File: src/rtl/pc_sequencer_if.sv
// Instruction-memory read port between the pc sequencer (master) and the memory (slave).
// The handshake is Avalon-style: address/read out, waitrequest back.
interface pc_sequencer_if;
    logic [31:0] instr_address;
    logic        instr_read;
    logic        instr_waitrequest;

    modport master (
        output instr_address,
        output instr_read,
        input  instr_waitrequest
    );

    modport slave (
        input  instr_address,
        input  instr_read,
        output instr_waitrequest
    );
endinterface

File: src/rtl/pc_sequencer.sv
// Fetch-side program counter controller: issues instruction reads at pc, sequences MIPS
// branch delay slots and halts when pc reaches HALT_ADDR.
module pc_sequencer #(
    parameter logic [31:0] RESET_VECTOR = 32'hBFC00000,
    parameter logic [31:0] HALT_ADDR    = 32'h00000000
) (
    input  logic                  clk,
    input  logic                  reset,
    input  logic                  clk_enable,
    input  logic                  stall,
    pc_sequencer_if.master        mem,
    input  logic                  branch_taken,
    input  logic [31:0]           branch_target,
    output logic [31:0]           pc,
    output logic                  delay_slot,
    output logic                  fetch_accept,
    output logic [31:0]           fetch_count,
    output logic                  active,
    output logic                  err_branch_in_slot,
    output logic                  err_misaligned
);

    typedef enum logic [1:0] {
        FETCH = 2'd0,
        WAIT  = 2'd1,
        HALT  = 2'd2
    } state_t;

    state_t      state;
    logic [31:0] pending_target;
    logic [31:0] pc_plus4;
    logic        issue_read;

    // An open read in WAIT is never aborted; a new read is only issued from FETCH and
    // never to HALT_ADDR. Reset suppresses the request immediately.
    always_comb begin
        issue_read = 1'b0;
        if (!reset) begin
            if (state == WAIT) begin
                issue_read = 1'b1;
            end else if (state == FETCH && clk_enable && !stall && pc != HALT_ADDR) begin
                issue_read = 1'b1;
            end
        end
    end

    assign mem.instr_read    = issue_read;
    assign mem.instr_address = pc;
    assign fetch_accept      = issue_read & ~mem.instr_waitrequest;
    assign pc_plus4          = pc + 32'd4;

    always_ff @(posedge clk) begin
        if (reset) begin
            state              <= FETCH;
            pc                 <= RESET_VECTOR;
            delay_slot         <= 1'b0;
            pending_target     <= 32'd0;
            fetch_count        <= 32'd0;
            active             <= 1'b1;
            err_branch_in_slot <= 1'b0;
            err_misaligned     <= 1'b0;
        end else begin
            case (state)
                FETCH: begin
                    if (pc == HALT_ADDR && clk_enable) begin
                        state  <= HALT;
                        active <= 1'b0;
                    end else if (issue_read && mem.instr_waitrequest) begin
                        state <= WAIT;
                    end
                end
                WAIT: begin
                    if (!mem.instr_waitrequest) begin
                        state <= FETCH;
                    end
                end
                default: begin
                end
            endcase

            // A misaligned target overrides the state update above and stops the core.
            if (fetch_accept) begin
                fetch_count <= fetch_count + 32'd1;
                if (delay_slot) begin
                    pc         <= pending_target;
                    delay_slot <= 1'b0;
                    if (branch_taken) begin
                        err_branch_in_slot <= 1'b1;
                    end
                end else if (branch_taken && branch_target[1:0] != 2'b00) begin
                    err_misaligned <= 1'b1;
                    pc             <= pc_plus4;
                    state          <= HALT;
                    active         <= 1'b0;
                end else if (branch_taken) begin
                    pending_target <= branch_target;
                    delay_slot     <= 1'b1;
                    pc             <= pc_plus4;
                end else begin
                    pc <= pc_plus4;
                end
            end
        end
    end

endmodule

File: src/flat_wrapper.sv
// flat-port wrapper written by rule: the top's interface ports become plain ports
module pc_sequencer_flat 
#(
    parameter logic [31:0] RESET_VECTOR = 32'hBFC00000,
    parameter logic [31:0] HALT_ADDR    = 32'h00000000
)
  (clk, reset, clk_enable, stall, branch_taken, branch_target, pc, delay_slot, fetch_accept, fetch_count, active, err_branch_in_slot, err_misaligned, mem_instr_address, mem_instr_read, mem_instr_waitrequest);
  pc_sequencer_if mem_i ();
  input  logic clk;
  input  logic reset;
  input  logic clk_enable;
  input  logic stall;
  input  logic branch_taken;
  input  logic [31:0] branch_target;
  output logic [31:0] pc;
  output logic delay_slot;
  output logic fetch_accept;
  output logic [31:0] fetch_count;
  output logic active;
  output logic err_branch_in_slot;
  output logic err_misaligned;
  output wire logic [$bits(mem_i.instr_address)-1:0] mem_instr_address;
  output wire logic [$bits(mem_i.instr_read)-1:0] mem_instr_read;
  input wire logic [$bits(mem_i.instr_waitrequest)-1:0] mem_instr_waitrequest;
  assign mem_instr_address = mem_i.instr_address;
  assign mem_instr_read = mem_i.instr_read;
  assign mem_i.instr_waitrequest = mem_instr_waitrequest;
  pc_sequencer #(.RESET_VECTOR(RESET_VECTOR), .HALT_ADDR(HALT_ADDR)) u_core (.clk(clk), .reset(reset), .clk_enable(clk_enable), .stall(stall), .mem(mem_i), .branch_taken(branch_taken), .branch_target(branch_target), .pc(pc), .delay_slot(delay_slot), .fetch_accept(fetch_accept), .fetch_count(fetch_count), .active(active), .err_branch_in_slot(err_branch_in_slot), .err_misaligned(err_misaligned));
endmodule
File: config.mk
export PLATFORM = sky130hd
export DESIGN_NAME = pc_sequencer_flat
export DESIGN_NICKNAME = d
export VERILOG_FILES = /design/src/rtl/pc_sequencer_if.sv /design/src/rtl/pc_sequencer.sv /design/src/flat_wrapper.sv
export SDC_FILE = /design/constraint.sdc
export NUM_CORES = 1
export LEC_CHECK = 0
export CORE_UTILIZATION = 46
export CTS_BUF_LIST = sky130_fd_sc_hd__clkbuf_8
export CTS_CLUSTER_DIAMETER = 200
export DETAILED_ROUTE_END_ITERATION = 12
export GPL_ROUTABILITY_DRIVEN = 0
export PLACE_DENSITY_LB_ADDON = 0.25
export SYNTH_ARGS = -nofsm -noshare
export SYNTH_HDL_FRONTEND = slang
export SYNTH_SLANG_ARGS = --single-unit
export TNS_END_PERCENT = 100
File: constraint.sdc
create_clock -name clk -period 1.93 [get_ports clk]
set_input_delay 0.2895 -clock clk [delete_from_list [all_inputs] [get_ports clk]]
set_output_delay 0.2895 -clock clk [all_outputs]
set_load 0.1 [all_outputs]
# Word level (Yosys, flattened, before mapping)
# Index checks and enable logic that the tools add are counted.
word_totals:
  regBits: 102
  word_cells: 48
op_classes:
  add_sub_neg: 2
  n_eq_ne: 1
  n_mux: 19
  bitwise_logic: 4
  reduce_logical: 14
op_table:
  columns: ["operator", "count"]
  rows:
  - ["adder 32 x 1 -> 32 bit, second input constant", 1]
  - ["adder 32 x 3 -> 32 bit, second input constant", 1]
  - ["logical NOT 32 bit", 1]
  - ["2-to-1 mux 32 bit", 1]
  - ["nonzero test 32 bit", 1]
  - ["2-to-1 mux 2 bit", 6]
  - ["2-to-1 mux 1 bit", 11]
  - ["logical AND 1 bit", 6]
  - ["AND reduction 3 bit", 2]
  - ["case mux 2 bit (2 select lines)", 1]
  - ["AND reduction 4 bit", 1]
  - ["inverter 1 bit", 3]
  - ["== test 2 x 1 -> 1 bit, second input constant", 1]
  - ["logical NOT 2 bit", 1]
  - ["nonzero test 2 bit", 1]
  - ["AND 1 bit", 1]
  - ["logical NOT 1 bit", 1]

# Logic depth before layout (Yosys ltp)
logic_depth:
  ltp_word: 14
  ltp_mapped: 10

# Worst setup path after synthesis
# No wires, ideal clock.
synth_timing:
  kind: "flip-flop to output port"
  startpoint: "register u_core.pc[2], in the netlist u_core.mem.instr_address[2]"
  endpoint: "output port mem_instr_read"
  t_arrival_ns: 3.925
  t_required_ns: 1.640
  path_slack_ns: -2.284
  stages_incl_launch_ff: 9
  cell_sequence: "dfxtp_1 > inv_1 > ha_1 > nor4b_1 > nand4_1 > nor3_1 > nor2_1 > nor2_1 > nor3_1"
synth_via:
  elab_chain_len: 5
synth_lines:
  columns: ["item", "line", "rtl"]
  rows:
  - ["start, declared", "pc_sequencer.sv:14", "output logic [31:0] pc,"]
  - ["start signal, assigned", "pc_sequencer.sv:85", "pc <= pending_target;"]
  - ["start signal, assigned", "pc_sequencer.sv:92", "pc <= pc_plus4;"]
  - ["start signal, assigned", "pc_sequencer.sv:98", "pc <= pc_plus4;"]
  - ["nonzero test 32 bit", "pc_sequencer.sv:41", "end else if (state == FETCH && clk_enable && !stall && pc != HALT_ADDR) begin"]
  - ["logical AND 1 bit", "pc_sequencer.sv:41", null]
  - ["2-to-1 mux 1 bit", "pc_sequencer.sv:41", null]
  - ["2-to-1 mux 1 bit", "pc_sequencer.sv:39", "if (state == WAIT) begin"]
  - ["2-to-1 mux 1 bit", "pc_sequencer.sv:38", "if (!reset) begin"]
  - ["end, declared", "flat_wrapper.sv:23", "output wire logic [$bits(mem_i.instr_read)-1:0] mem_instr_read;"]
# Every way passes these cells.

# Final worst setup path
layout_timing:
  startpoint: "register u_core.pc[2], in the netlist u_core.mem.instr_address[2]"
  endpoint: "register u_core.pending_target[3]"
layout_via:
  elab_chain_len: 7
layout_lines:
  columns: ["item", "line", "rtl"]
  rows:
  - ["nonzero test 32 bit", "pc_sequencer.sv:41", null]
  - ["logical AND 1 bit", "pc_sequencer.sv:41", null]
  - ["2-to-1 mux 1 bit", "pc_sequencer.sv:41", null]
  - ["2-to-1 mux 1 bit", "pc_sequencer.sv:39", null]
  - ["2-to-1 mux 1 bit", "pc_sequencer.sv:38", null]
  - ["AND 1 bit", "pc_sequencer.sv:49", "assign fetch_accept = issue_read & ~mem.instr_waitrequest;"]
  - ["AND reduction 4 bit (no line)", null, null]
  - ["end signal, assigned", "pc_sequencer.sv:96", "pending_target <= branch_target;"]
  - ["end, declared", "pc_sequencer.sv:30", "logic [31:0] pending_target;"]
# Every way passes these cells.
# A chain may end at the register's enable or synchronous reset.

==> flow_results.org <==
** Cells and area
- Final antenna diode count :: 0
- Final design instance area without fill :: 8499 µm²
- Of the cells placed in the final design, the portion with a size suffix greater than 1 is 49.16%.
- At the end of the flow, the number of nets in the layout was 868.
- Growth of design area from synthesis to finish :: 61.70%
- Number of inserted filler cells in the final layout :: 697

** Floorplan
- The die covers 11860 µm².
- Standard-cell rows :: 38
- Count of boundary I/O pins :: 140
- The floorplan step set the die height to 108.9 µm.
- The floorplan step defined a core boundary enclosing 10980 µm².
- The initial utilization of the core area, before any placement, comes to 47.86%.
- Measured along the x axis, the die boundary spans 108.9 µm.

** Route
- After detailed routing, the number of vias per cell comes to 6.005.
- For this run, design rule violations remaining after detail routing come to 0.
- The pre-antenna-repair detailed-routing pass consisted of 5 iterations.
- Across all layers, the routed design uses 5837 vias.
- Once detail routing completed, the nets flagged for antenna violations numbered 0.
- Initial detailed-routing violation count :: 410
- Summed over all layers, the routed wires come to 19.06 mm.
- Dividing the detail-routed wire length by the instance count gives 19.61 µm.

** Clock network
- The clock drives 102 sinks.
- Clk_lat worst skew :: 390 ps
- Clock transition at path regs :: 100 ps
- No sink is reached through more buffers than the 2 on the longest clock path.
- CTS buffer count :: 9
- The number of hold buffers added after CTS was 0.
- TritonCTS built the clock tree.
- The cell sitting at the root of the clock tree is a sky130_fd_sc_hd__clkbuf_8.
- In this run the number of H-tree levels came out at 3.

** Global routing
- Maximum number of pins on one net before global-route repair :: 73
- The number of antenna violations at the first check in global routing came to 1.
- Congestion Overflow GR :: 0
- Total routing resource utilization after global routing :: 30.09%
- Global-route wire length before repair :: 27.50 mm
- Via count of the first global-routing pass :: 5447

** Yosys
- Syn_nets :: 689
- Top cells by area, synth :: sky130_fd_sc_hd__dfxtp_1 (39%), sky130_fd_sc_hd__o21ai_0 (6.0%), sky130_fd_sc_hd__nand3_1 (4.8%)
- Count of warnings emitted by yosys :: 0
- Count leader, synth :: sky130_fd_sc_hd__dfxtp_1
- Summed over its instances, the top area cell type makes up 38.85% of the synthesized netlist area.
- Avg Cell Area, Syn :: 8.112 µm²
- After synthesis, the most frequently instantiated cells are sky130_fd_sc_hd__dfxtp_1 (102), sky130_fd_sc_hd__o21ai_0 (63), sky130_fd_sc_hd__nand2_1 (57).
- After synthesis the cells add up to 5256 µm².
- Main synth FF type :: sky130_fd_sc_hd__dfxtp_1
- Async set-reset flop share out of synthesis :: 0%
- Summing the sequential cell areas from Yosys gives 38.85% of the chip area.
- Number of distinct library cells after synthesis :: 54
- In the synthesized netlist, the number of instances is 648.
- sky130_fd_sc_hd__dfxtp_1 takes more of the synthesized area than any other cell.
- Count of flip-flops with a built-in enable after synthesis :: 0
- Counting flops and latches in the post-synthesis netlist gives 102.

** Min path
- Worst Hold Depth :: 3
- Hold Crit Endpoint :: u_core.fetch_count[17]
- In this run the most critical hold path is launched from reset.
- Class of the most critical hold timing path :: input port to flip-flop

** STA
- Summed over all failing endpoints, the final setup total negative slack is -35720 ps.
- Setup repair after global routing could not meet its margin everywhere.
- In the post-route analysis, the smallest setup slack over all paths is -507.6 ps.
- The clock arrives with 8.498 ps of skew.
- For this run, the top clock speed supported by timing is 0.4102 GHz.
- For the pin with the worst max-slew slack, the measured transition is 870.6 ps.
- The worst path in the final design needs a cycle of 2438 ps, including I/O delays and setup.
- The final hold violation count was 0.
- Of the available clock period, the critical path in the final layout requires 126.3%.
- Final number of max-transition violations :: 0
- Slew headroom :: 41.96%
- Finish-stage setup viols :: 103

** Critical path
- Worst reg2reg endpoint :: u_core.pending_target[3]
- The setup check on the worst reg-to-reg path leaves a slack of -510 ps.
- Biggest fanout along the worst timing path :: 8
- Counting stages on the worst path, the most repeated cell is sky130_fd_sc_hd__buf_6.
- The critical path goes through inv_4 > ha_4 > nor4b_4 > nand4_1 > buf_6 > o31a_1 > buf_6 > o211ai_1 > buf_4 > buf_12 > o21ai_1 > a21oi_1.
- The worst setup path is of the flip-flop to flip-flop kind.
- The startpoint identified for the worst register-to-register timing path is u_core.mem.instr_address[2].
- Among all stages on the critical path, the largest delay is contributed by sky130_fd_sc_hd__dfxtp_4.
- For the worst flop-to-flop path, the logic depth is 12.
- Slowest stage delay, CP :: 360 ps
- Required time at the endpoint of the critical path :: 2240 ps
- Critical path startpoint category :: flip-flop
- At the worst endpoint, the arrival time is 2750 ps.
- Worst setup EP type :: flip-flop

** Placed design
- IO Port Bufs :: 139
- The HPWL after detailed placement is 11.25 mm.
- Placed Area :: 7431 µm²
- Worst Setup Slack post-DPL :: -561.3 ps

** Power and ir drop
- The share of total power dissipated in sequential elements is 48.2%.
- Of the total power, the share spent switching nets is 24.73%.
- Sw Pwr :: 1.076 mW
- Power density of the placed cells :: 512.0 nW/µm²
- Cell-internal power :: 3.276 mW
- For this design the static power due to leakage is 2.963 nW.
- Clock share of power :: 40.8%
- Across the VDD grid, the largest voltage drop is 0.0003065 V.
- Combinational logic burns 11.0% of the power.

** Run
- Max-cap violations in this run came to 0.

** Outcome
- Status :: finished, violations left
- Violations in the final reports :: setup timing
kinds of logic (layout without fill, tap and decap cells):
| group | count (synthesis) | after routing | share of synthesized area [%] |
|---|---|---|---|
| XOR/XNOR | 44 | 44 | 7.332 |
| buffers and inverters | 98 | 282 | 9.521 |
| AND/OR/NAND/NOR | 215 | 215 | 20.33 |
| adder cells (fa/ha/maj) | 3 | 3 | 0.7142 |
| AO/OA/AOI/OAI | 182 | 182 | 22.45 |
| multiplexers | 4 | 4 | 0.8093 |
| flip-flops | 102 | 102 | 38.85 |
placed cells by master, fill, tap and decap left out, types with 3 or more instances in the layout:
cell type                         synthesis  final
sky130_fd_sc_hd__nand3_1                 50     27
sky130_fd_sc_hd__buf_12                   0     16
sky130_fd_sc_hd__a21oi_2                  1     13
sky130_fd_sc_hd__a21oi_4                  0      3
sky130_fd_sc_hd__xor2_1                  17     17
sky130_fd_sc_hd__inv_2                    3      4
sky130_fd_sc_hd__a22o_1                  11     11
sky130_fd_sc_hd__nor4_1                  11      4
sky130_fd_sc_hd__a21oi_1                 49     34
sky130_fd_sc_hd__nand3_2                  0     21
sky130_fd_sc_hd__nor2_1                  44     41
sky130_fd_sc_hd__nand4_1                 17     17
sky130_fd_sc_hd__dfxtp_4                  0     22
sky130_fd_sc_hd__a22oi_2                  0      3
sky130_fd_sc_hd__nand2_1                 57     54
sky130_fd_sc_hd__o21ai_0                 63     26
sky130_fd_sc_hd__bufinv_16                0      4
sky130_fd_sc_hd__clkdlybuf4s50_1          0     36
sky130_fd_sc_hd__o21ai_2                  0     13
sky130_fd_sc_hd__xnor2_1                 27     26
sky130_fd_sc_hd__nor3_1                   9      6
sky130_fd_sc_hd__a211oi_4                 0      4
sky130_fd_sc_hd__or3_1                    4      3
sky130_fd_sc_hd__nand2_2                  0      3
sky130_fd_sc_hd__o21ai_1                  0     22
sky130_fd_sc_hd__o22a_1                   8      8
sky130_fd_sc_hd__a31oi_1                  3      3
sky130_fd_sc_hd__inv_1                   18     14
sky130_fd_sc_hd__a2111oi_4                0     13
sky130_fd_sc_hd__a211oi_1                13      4
sky130_fd_sc_hd__a211oi_2                 0      5
sky130_fd_sc_hd__dfxtp_1                102     41
sky130_fd_sc_hd__buf_6                    0     18
sky130_fd_sc_hd__nor4_4                   1      5
sky130_fd_sc_hd__dfxtp_2                  0     39
sky130_fd_sc_hd__and2_1                   4      4
sky130_fd_sc_hd__buf_4                   33    168
sky130_fd_sc_hd__clkbuf_8                 0      9
sky130_fd_sc_hd__nor4_2                   2      5
metal layers:
layer | routed length [µm] | vias to the layer above | part of all wire, % | track usage, %
met4 | 672 | 2 | 3.5 | 13.71
li1 | - | 2657 | - | -
met3 | 1317 | 54 | 6.9 | 4.423
met1 | 7565 | 2824 | 40 | 37.11
met5 | 8 | - | 0.042 | 0
met2 | 9496 | 300 | 50 | 51.53
critical path: cells and delay by family (launching register included):
family | cells | cell delay, ps
compound gates | 4 | 760
fa+ha+maj | 1 | 110
buf+inv | 5 | 790
flops | 1 | 360
simple gates | 2 | 330
through the flow:
step,power [mW],instances,hold WS [ps],utilization (%)
2_1_floorplan,2.370,648,419.6,-
3_3_place_gp,2.529,932,428.6,67.66
3_5_place_dp,2.535,932,441.6,67.66
4_1_cts,4.316,969,360.2,75.05
5_1_grt,4.444,972,390.6,77.39
6_report,4.352,972,369.1,77.39
registers in the layout, indices dropped and copies added (netlist names):
register and cells:
u_core.fetch_count 32, u_core.mem.instr_address 32, u_core.pending_target 32, u_core.state 2
u_core.active 1, u_core.delay_slot 1, u_core.err_branch_in_slot 1, u_core.err_misaligned 1
power groups by stage:
stage	combinational (mW)	sequential, mW	clock (mW)
floorplan	0.169	2.20	0
global placement	0.385	2.14	0
global route	0.498	2.10	1.85
detailed placement	0.390	2.15	0
finish	0.479	2.10	1.77
CTS	0.452	2.10	1.77
repair_timing:
action                                  4_1_cts  5_1_grt
buffers inserted                             16        4
endpoints found under the setup margin      103      103
resized for setup                            84       65
cloned                                        6        2
pin swaps                                    41       50
worst max path at each step:
stage	slack, ps	cells after the start	start	endpoint
global route	-580	12	u_core.mem.instr_address[2]	u_core.pending_target[3]
global placement	-480	10	u_core.mem.instr_address[9]	u_core.mem.instr_address[6]
finish	-510	12	u_core.mem.instr_address[2]	u_core.pending_target[3]
detailed placement	-560	10	u_core.mem.instr_address[9]	u_core.mem.instr_address[8]
CTS	-450	9	u_core.mem.instr_address[3]	fetch_accept
floorplan	-450	8	u_core.mem.instr_address[2]	mem_instr_read
cell type report:
cell class / count / area, µm² / area share [%]
Tap cell: 140 / 175.2 / 2.061
Clock buffer: 9 / 123.9 / 1.457
Inverter: 21 / 88.84 / 1.045
Sequential cell: 102 / 2173 / 25.57
Multi-Input combinational cell: 448 / 3517 / 41.38
Timing Repair Buffer: 245 / 2285 / 26.88
Clock inverter: 7 / 136.4 / 1.605
Power figures use the tool's default switching activity.
